File: src/rtl/mips_ctrl_pkg.sv
// ============================================================================
// mips_ctrl_pkg : shared types and encodings for the multi-cycle MIPS control
// Optional feature macro: MULTICYCLE_CTRL_BNE_EN (bne decodes to BRANCH)
// Revision: 1.0
// ============================================================================
`default_nettype none

package mips_ctrl_pkg;

  localparam int c_alu_op_w = 3;
  localparam int c_state_w  = 4;

  typedef enum logic [c_state_w-1:0] {
    FETCH    = 4'd0,
    DECODE   = 4'd1,
    MEM_ADDR = 4'd2,
    MEM_RD   = 4'd3,
    MEM_WB   = 4'd4,
    MEM_WR   = 4'd5,
    R_EXEC   = 4'd6,
    R_WB     = 4'd7,
    I_EXEC   = 4'd8,
    I_WB     = 4'd9,
    BRANCH   = 4'd10,
    JUMP     = 4'd11
  } state_t;

  // Which rule the ALU op decoder applies in the current state
  typedef enum logic [1:0] {
    ALU_CLS_ADD = 2'd0,
    ALU_CLS_SUB = 2'd1,
    ALU_CLS_R   = 2'd2,
    ALU_CLS_I   = 2'd3
  } alu_cls_t;

  localparam logic [5:0] c_op_rtype = 6'h00;
  localparam logic [5:0] c_op_j     = 6'h02;
  localparam logic [5:0] c_op_beq   = 6'h04;
`ifdef MULTICYCLE_CTRL_BNE_EN
  localparam logic [5:0] c_op_bne   = 6'h05;
`endif
  localparam logic [5:0] c_op_addi  = 6'h08;
  localparam logic [5:0] c_op_andi  = 6'h0C;
  localparam logic [5:0] c_op_ori   = 6'h0D;
  localparam logic [5:0] c_op_xori  = 6'h0E;
  localparam logic [5:0] c_op_lui   = 6'h0F;
  localparam logic [5:0] c_op_lw    = 6'h23;
  localparam logic [5:0] c_op_sw    = 6'h2B;

  localparam logic [5:0] c_fn_add = 6'h20;
  localparam logic [5:0] c_fn_sub = 6'h22;
  localparam logic [5:0] c_fn_and = 6'h24;
  localparam logic [5:0] c_fn_or  = 6'h25;
  localparam logic [5:0] c_fn_xor = 6'h26;

  localparam logic [c_alu_op_w-1:0] c_alu_add = 3'b000;
  localparam logic [c_alu_op_w-1:0] c_alu_sub = 3'b100;
  localparam logic [c_alu_op_w-1:0] c_alu_and = 3'b001;
  localparam logic [c_alu_op_w-1:0] c_alu_or  = 3'b101;
  localparam logic [c_alu_op_w-1:0] c_alu_xor = 3'b010;
  localparam logic [c_alu_op_w-1:0] c_alu_lui = 3'b110;

  localparam logic [1:0] c_srcb_rt     = 2'b00;
  localparam logic [1:0] c_srcb_four   = 2'b01;
  localparam logic [1:0] c_srcb_imm    = 2'b10;
  localparam logic [1:0] c_srcb_imm_sh = 2'b11;

  localparam logic [1:0] c_pcsrc_alu    = 2'b00;
  localparam logic [1:0] c_pcsrc_aluout = 2'b01;
  localparam logic [1:0] c_pcsrc_jump   = 2'b10;

  function automatic logic is_rtype_funct(input logic [5:0] fn);
    return (fn == c_fn_add) || (fn == c_fn_sub) || (fn == c_fn_and) ||
           (fn == c_fn_or)  || (fn == c_fn_xor);
  endfunction

  function automatic logic is_zext_op(input logic [5:0] op);
    return (op == c_op_andi) || (op == c_op_ori) || (op == c_op_xori);
  endfunction

  // FETCH doubles as the "unsupported instruction" result
  function automatic state_t decode_target(input logic [5:0] op, input logic [5:0] fn);
    state_t t;
    t = FETCH;
    case (op)
      c_op_rtype: if (is_rtype_funct(fn)) t = R_EXEC;
      c_op_lw, c_op_sw: t = MEM_ADDR;
      c_op_beq: t = BRANCH;
`ifdef MULTICYCLE_CTRL_BNE_EN
      c_op_bne: t = BRANCH;
`endif
      c_op_j: t = JUMP;
      c_op_addi, c_op_andi, c_op_ori, c_op_xori, c_op_lui: t = I_EXEC;
      default: t = FETCH;
    endcase
    return t;
  endfunction

endpackage

`default_nettype wire

File: src/rtl/alu_op_decoder.sv
// ============================================================================
// alu_op_decoder : maps state class, opcode and funct to the ALU operation code
// Revision: 1.0
// ============================================================================
`default_nettype none

module alu_op_decoder
  import mips_ctrl_pkg::*;
#(
  parameter int ALU_OP_W = 3
) (
  input  logic [1:0]          alu_cls,
  input  logic [5:0]          opcode,
  input  logic [5:0]          funct,
  output logic [ALU_OP_W-1:0] alu_operation
);

  always_comb begin
    alu_operation = c_alu_add;
    case (alu_cls_t'(alu_cls))
      ALU_CLS_SUB: alu_operation = c_alu_sub;
      ALU_CLS_R: begin
        case (funct)
          c_fn_sub: alu_operation = c_alu_sub;
          c_fn_and: alu_operation = c_alu_and;
          c_fn_or:  alu_operation = c_alu_or;
          c_fn_xor: alu_operation = c_alu_xor;
          default:  alu_operation = c_alu_add;
        endcase
      end
      ALU_CLS_I: begin
        case (opcode)
          c_op_andi: alu_operation = c_alu_and;
          c_op_ori:  alu_operation = c_alu_or;
          c_op_xori: alu_operation = c_alu_xor;
          c_op_lui:  alu_operation = c_alu_lui;
          default:   alu_operation = c_alu_add;
        endcase
      end
      default: alu_operation = c_alu_add;
    endcase
  end

endmodule

`default_nettype wire

File: src/rtl/multicycle_ctrl.sv
// ============================================================================
// multicycle_ctrl : multi-cycle MIPS control FSM driving datapath enables/ALU op
// Optional feature macro: MULTICYCLE_CTRL_BNE_EN (bne support, pc_en = ~Zero)
// Revision: 1.0
// ============================================================================
`default_nettype none

module multicycle_ctrl
  import mips_ctrl_pkg::*;
#(
  parameter int ALU_OP_W = 3,
  parameter int STATE_W  = 4
) (
  input  logic                clk,
  input  logic                rst_n,
  input  logic [5:0]          opcode,
  input  logic [5:0]          funct,
  input  logic                Zero,
  input  logic                mem_ready,
  output logic                pc_en,
  output logic                IorD,
  output logic                MemRead,
  output logic                MemWrite,
  output logic                IRWrite,
  output logic                RegDst,
  output logic                MemtoReg,
  output logic                RegWrite,
  output logic                ALUSrcA,
  output logic [1:0]          ALUSrcB,
  output logic                ExtZero,
  output logic [1:0]          PCSource,
  output logic [ALU_OP_W-1:0] ALU_operation,
  output logic                illegal
);

  logic [STATE_W-1:0] r_state;
  state_t             w_state;
  state_t             w_next_state;
  logic               w_pc_write;
  logic               w_pc_write_cond;
  logic               w_branch_taken;
  logic [1:0]         w_alu_cls;

  assign w_state = state_t'(r_state);

  always_ff @(posedge clk or negedge rst_n) begin
    if (!rst_n) r_state <= FETCH;
    else        r_state <= w_next_state;
  end

  always_comb begin
    w_next_state    = FETCH;
    w_pc_write      = 1'b0;
    w_pc_write_cond = 1'b0;
    w_branch_taken  = Zero;
    w_alu_cls       = ALU_CLS_ADD;
    IorD            = 1'b0;
    MemRead         = 1'b0;
    MemWrite        = 1'b0;
    IRWrite         = 1'b0;
    RegDst          = 1'b0;
    MemtoReg        = 1'b0;
    RegWrite        = 1'b0;
    ALUSrcA         = 1'b0;
    ALUSrcB         = c_srcb_rt;
    ExtZero         = 1'b0;
    PCSource        = c_pcsrc_alu;
    illegal         = 1'b0;

    case (w_state)
      FETCH: begin
        MemRead  = 1'b1;
        ALUSrcB  = c_srcb_four;
        PCSource = c_pcsrc_alu;
        if (mem_ready) begin
          IRWrite      = 1'b1;
          w_pc_write   = 1'b1;
          w_next_state = DECODE;
        end else begin
          w_next_state = FETCH;
        end
      end
      DECODE: begin
        ALUSrcB      = c_srcb_imm_sh;
        w_next_state = decode_target(opcode, funct);
        illegal      = (w_next_state == FETCH);
      end
      MEM_ADDR: begin
        ALUSrcA      = 1'b1;
        ALUSrcB      = c_srcb_imm;
        w_next_state = (opcode == c_op_sw) ? MEM_WR : MEM_RD;
      end
      MEM_RD: begin
        MemRead      = 1'b1;
        IorD         = 1'b1;
        w_next_state = mem_ready ? MEM_WB : MEM_RD;
      end
      MEM_WB: begin
        RegWrite = 1'b1;
        MemtoReg = 1'b1;
      end
      MEM_WR: begin
        MemWrite     = 1'b1;
        IorD         = 1'b1;
        w_next_state = mem_ready ? FETCH : MEM_WR;
      end
      R_EXEC: begin
        ALUSrcA      = 1'b1;
        ALUSrcB      = c_srcb_rt;
        w_alu_cls    = ALU_CLS_R;
        w_next_state = R_WB;
      end
      R_WB: begin
        RegWrite = 1'b1;
        RegDst   = 1'b1;
      end
      I_EXEC: begin
        ALUSrcA      = 1'b1;
        ALUSrcB      = c_srcb_imm;
        w_alu_cls    = ALU_CLS_I;
        ExtZero      = is_zext_op(opcode);
        w_next_state = I_WB;
      end
      I_WB: begin
        RegWrite = 1'b1;
      end
      BRANCH: begin
        ALUSrcA         = 1'b1;
        ALUSrcB         = c_srcb_rt;
        w_alu_cls       = ALU_CLS_SUB;
        w_pc_write_cond = 1'b1;
        PCSource        = c_pcsrc_aluout;
`ifdef MULTICYCLE_CTRL_BNE_EN
        if (opcode == c_op_bne) w_branch_taken = ~Zero;
`endif
      end
      JUMP: begin
        w_pc_write = 1'b1;
        PCSource   = c_pcsrc_jump;
      end
      default: w_next_state = FETCH;
    endcase

    pc_en = w_pc_write | (w_pc_write_cond & w_branch_taken);

    // Reset overrides everything, so an abandoned instruction cannot write
    if (!rst_n) begin
      pc_en     = 1'b0;
      IorD      = 1'b0;
      MemRead   = 1'b0;
      MemWrite  = 1'b0;
      IRWrite   = 1'b0;
      RegDst    = 1'b0;
      MemtoReg  = 1'b0;
      RegWrite  = 1'b0;
      ALUSrcA   = 1'b0;
      ALUSrcB   = c_srcb_rt;
      ExtZero   = 1'b0;
      PCSource  = c_pcsrc_alu;
      illegal   = 1'b0;
      w_alu_cls = ALU_CLS_ADD;
    end
  end

  alu_op_decoder #(
    .ALU_OP_W (ALU_OP_W)
  ) u_alu_op_decoder (
    .alu_cls       (w_alu_cls),
    .opcode        (opcode),
    .funct         (funct),
    .alu_operation (ALU_operation)
  );

endmodule

`default_nettype wire

File: config.mk
export PLATFORM = sky130hd
export DESIGN_NAME = multicycle_ctrl
export DESIGN_NICKNAME = d
export VERILOG_FILES = /design/src/rtl/mips_ctrl_pkg.sv /design/src/rtl/alu_op_decoder.sv /design/src/rtl/multicycle_ctrl.sv
export SDC_FILE = /design/constraint.sdc
export NUM_CORES = 1
export LEC_CHECK = 0
export ABC_AREA = 1
export BUFFER_PORTS_ARGS = -buffer_cell sky130_fd_sc_hd__buf_2
export CELL_PAD_IN_SITES_DETAIL_PLACEMENT = 2
export CELL_PAD_IN_SITES_GLOBAL_PLACEMENT = 2
export CORE_UTILIZATION = 19
export DETAILED_ROUTE_END_ITERATION = 8
export GPL_ROUTABILITY_DRIVEN = 0
export PLACE_DENSITY_LB_ADDON = 0.1
export SLEW_MARGIN = 5
export SYNTH_ARGS = -nofsm -noshare
export SYNTH_HDL_FRONTEND = slang
export SYNTH_SLANG_ARGS = --single-unit
export TNS_END_PERCENT = 20
File: constraint.sdc
create_clock -name clk -period 1.8 [get_ports clk]
set_clock_uncertainty 0.05 [all_clocks]
set_input_delay 0.36 -clock clk [delete_from_list [all_inputs] [get_ports clk]]
set_output_delay 0.36 -clock clk [all_outputs]
set_load 0.01 [all_outputs]
## Word level (Yosys, flattened, before mapping)

Index checks and enable logic that the tools add are counted.
Widths: inputs -> output; s select.

- Equality and inequality tests: 28
- Mux-type cells: 41
- Bitwise logic cells: 2
- Reduce and logical (&&, ||, !) cells: 16

Operator list:

| operator | number |
|---|---|
| $eq 6x6->1 const B | 7 |
| $eq 6x4->1 const B | 5 |
| $pmux 4 s7 | 1 |
| $mux 1 | 24 |
| $pmux 3 s4 | 2 |
| $pmux 4 s5 | 1 |
| $eq 4x3->1 const B | 4 |
| $eq 4x4->1 const B | 4 |
| $mux 3 | 4 |
| $pmux 2 s3 | 2 |
| $pmux 3 s3 | 1 |
| $eq 4x2->1 const B | 2 |
| $logic_not 4->1 | 2 |
| $reduce_or 2->1 | 4 |
| $eq 6x2->1 const B | 1 |
| $eq 6x3->1 const B | 1 |
| $logic_not 6->1 | 1 |
| $logic_or 1x1->1 | 6 |
| $mux 2 | 3 |
| $reduce_or 5->1 | 1 |
| $eq 2x2->1 const B | 2 |
| $eq 4x1->1 const B | 1 |
| $mux 4 | 1 |
| $pmux 2 s2 | 1 |
| other kinds (6) | 6 |

- Flip-flop bits (word level): 4
- Input port bits: 16
- Output and inout port bits: 18
- Word-level logic and storage cells: 88

## Logic depth before layout (Yosys ltp)

- Word-level depth: 11
- Depth in mapped cells: 8
- Depth with buffers taken out: 8

## Cells and area by module

From an unflattened synthesis, not the netlist that was laid out.

- Cells, all modules: 136
- Area total of the unflattened synthesis: 701.9 µm²

Modules (own cells, without submodules):

| module | instances | cells each | area each (µm²) | seq. area each (µm²) |
|---|---|---|---|---|
| multicycle_ctrl | 1 | 108 | 563.0 | 100.1 |
| alu_op_decoder | 1 | 28 | 138.9 | 0.0 |

## Worst setup path before layout

Ideal clock, no wire load.

- Path kind: register -> output
- Start point: reg r_state[0]
- End point: out ALU_operation[0]
- Arrival time: 1.223 ns
- Data required time: 1.390 ns
- Path slack: 0.167 ns
- Stages on the path, launching flop included: 6
- Path buffers: 0
- Cell sequence: dfrtp_1 nor2_1 nand2_1 nand2_2 nand2_2 o31ai_1

- Word-level cells in the longest chain between the ends: 5
- Elaborated cells on any way between the ends: 9
- Those cells by class: eq/ne (6); mux (3)

RTL lines:

| element | line | source |
|---|---|---|
| start: declaration | multicycle_ctrl.sv:36 | `logic [STATE_W-1:0] r_state;` |
| start signal: assignment | multicycle_ctrl.sv:48 | `else r_state <= w_next_state;` |
| $eq 4x4->1 / $eq 4x3->1 (equally long branches) | multicycle_ctrl.sv:70 | `case (w_state)` |
| $pmux 2 s3 (*) | multicycle_ctrl.sv:70 |  |
| $mux 2 (*) | multicycle_ctrl.sv:147 | `if (!rst_n) begin` |
| $eq 2x2->1 / $eq 2x1->1 (equally long branches) | alu_op_decoder.sv:20 | `case (alu_cls_t'(alu_cls))` |
| $pmux 3 s3 (*) | alu_op_decoder.sv:20 |  |
| end: declaration | multicycle_ctrl.sv:32 | `output logic [ALU_OP_W-1:0] ALU_operation,` |

Every way passes the cells marked *; elsewhere a longest branch is shown, timed or not.

## Worst setup path after layout

- Start point: reg r_state[1]
- End point: out pc_en

- Word-level cells in the longest chain between the ends: 5
- Elaborated cells on any way between the ends: 8
- Those cells by class: eq/ne (2); mux (3); bitwise (2); reduce/logical (1)

RTL lines:

| element | line | source |
|---|---|---|
| $eq 4x4->1 | multicycle_ctrl.sv:70 |  |
| $mux 1 | multicycle_ctrl.sv:70 |  |
| $and 1x1->1 | multicycle_ctrl.sv:144 | `pc_en = w_pc_write \| (w_pc_write_cond & w_branch_taken);` |
| $or 1x1->1 (*) | multicycle_ctrl.sv:144 |  |
| $mux 1 (*) | multicycle_ctrl.sv:147 |  |
| end: declaration | multicycle_ctrl.sv:20 | `output logic pc_en,` |

Marked as above.

==> run metrics <==
worst setup margin -131.0 ps; area of the multi-input gates 614.3 µm²; CP Launch Type register; CTS sink cnt 4; Slew Viols, Final 0; post-route minimum period 1931 ps; Clock Latency Late Sink roughly 240 ps; storage element area 103.9 µm²; Leak 0.0006776 µW; total negative slack -643.4 ps; vias in the first global route between 1000 and 1500; Vias 1096; Placeable Area around 3400 µm²; I/O pins 34; post-synth cell types 19; Crit Path Max Fanout 3; fillers between 400 and 500; Hold WC Path Type in2async; TritonCTS clock tree done; die area 3805 µm²; synthesized flop and latch total 4; r2r startpoint r_state[0]; unrepaired setup endpoints after global routing yes; Avg Inst Size Synth roughly 5 µm²; diodes inserted 0; antenna violation net count after detailed routing 0; R2R cell count 6; failing checks negative setup slack; Fin Hold WS between 10 and 15 ps; Max Fclk 0.5179 GHz; H-tree levels 1; Reg2Reg Setup Slack 390 ps; Rows 21; crit path DAT 1520 ps; Max clock buf depth 2; NumNets Final 208; die height 61.69 µm; sequential element share of the synthesized area 14.79%; post-detail-place hpwl 2.600 mm; period utilization 107.3%; top flop regs r_state (4); GRT overflow 0; Die X 61.69 µm; Starting Density 20.13%; DR WL/cell between 10 and 15 µm; final cell utilization of the core 35.27%; total global routing track utilization 17.30%; critical path required time between 1000 and 1500 ps; slew of the pin with the lowest slew margin roughly 370 ps; port buffer count 33; status finished with violations; largest net degree at the start of global routing 10; Hold Vio Cnt, Final 0; max FFs per register 4; Detailed Route Iter0 Violations 20; Clock Pin Slew Worst Setup and Hold Paths around 40 ps; Reg with most FFs r_state; clock root buffer clkbuf_4; Post-Route WL approximately 3.2 mm; first-pass GRT wire length 4.788 mm; CP Capture Type output pin; DRC viols 0; cts bufs inserted 3; Final setup viols 10; R2R Path End r_state[0]; hold_buf cts 0; syn_nets 151; Max VDD drop about 0.23 mV; Pwr Density 870.3 nW/µm²; initial antenna violation count 0; max-cap viol count 0; Slew HR 75.12%; Vias per Instance 4.644; area of the mapped netlist 676.9 µm²; yosys warns 0; Synth Instances 135; DR pass1 iterations 2; share of cells above drive strength 1 ~46%; critical path class reg2out; Synth-to-Final Area Change 75.23%
[worst max path at each step]
stage               startpoint               end  slack [ps]  cells after the start
floorplan           r_state[0]  ALU_operation[0]         170                      5
global route        r_state[0]             pc_en        -210                      6
global placement     opcode[2]           illegal          40                      8
CTS                 r_state[2]  ALU_operation[0]        -100                      8
detailed placement   opcode[2]           illegal          30                      8
finish              r_state[1]             pc_en        -130                      7
[layer usage]
| metal | wire, µm | vias up | global-route usage [%] |
|---|---|---|---|
| met4 | 32 | 0 | 4.762 |
| li1 | - | 539 | - |
| met3 | 101 | 5 | 1.681 |
| met5 | 0 | - | 0 |
| met1 | 1196 | 528 | 18.26 |
| met2 | 1823 | 24 | 35.48 |
[kinds of logic (layout without fill, tap and decap cells)]
group	after synthesis	in the layout	share of synthesized area, %
buffers and inverters	19	74	10.54
flip-flops	4	4	14.79
AO/OA/AOI/OAI	10	10	8.874
AND/OR/NAND/NOR	102	102	65.80
[power by group]
part	switching [µW]	leakage, µW	total [µW]	internal (µW)
Clock	37.7	0.0000138	112	74.6
Combinational	414	0.000615	725	310
Sequential	69.9	0.0000493	195	125
[cell type report]
type	count	area share [%]
flip-flops and latches	4	8.755
clock buffers	3	1.899
repair buffers	52	26.48
multi-input cells	112	51.79
well taps	46	4.852
inverters	19	6.224
[Yosys cell counts]
cell type	number	area share, %
nand2_1	37	21
nor3_1	5	3.7
o21ai_0	4	3.0
a21oi_1	2	1.5
nand3b_1	1	1.1
nand2_2	3	2.8
nor2_2	4	3.7
nor2_4	1	1.7
a31oi_1	1	0.92
a211o_1	1	1.3
inv_2	2	1.1
and2_1	1	0.92
nor2_1	32	18
o31ai_1	1	1.1
nand4_1	2	1.8
dfrtp_1	4	15
o211ai_1	1	1.1
inv_1	17	9.4
nand3_1	16	12
[cell usage in the layout, fill, tap and decap left out, drive strengths merged]
cell type | netlist | final
o31ai | 1 | 1
nand3b | 1 | 1
nor2 | 37 | 37
nand2 | 40 | 40
nand4 | 2 | 2
buf | 0 | 52
dfrtp | 4 | 4
nand3 | 16 | 16
clkbuf | 0 | 3
a21oi | 2 | 2
nor3 | 5 | 5
o211ai | 1 | 1
a31oi | 1 | 1
a211o | 1 | 1
o21ai | 4 | 4
inv | 19 | 19
and2 | 1 | 1
[through the flow]
stage / cell area, µm² / instances / worst slack (ps) / total power [µW]
global placement: 1012 / 229 / 41.24 / 750.5
finish: 1186 / 236 / -131.0 / 1032
CTS: 1105 / 235 / -102.0 / 987.9
detailed placement: 1012 / 229 / 25.84 / 780.9
floorplan: 676.9 / 135 / 167.1 / 462.3
global route: 1186 / 236 / -214.4 / 1131
[worst max-delay path, cell delays in order (launching register included)]
cell	delay [ps]
dfrtp_1	410
inv_2	100
nor2_4	50
buf_4	130
nand2_1	140
nor2_4	60
a211o_1	250
buf_2	140
[timing repair]
item,in CTS,in global routing
setup endpoints to repair,13,15
setup buffers,3,1
pin swaps,4,7
gates resized for setup,20,16
Power figures use the tool's default switching activity.
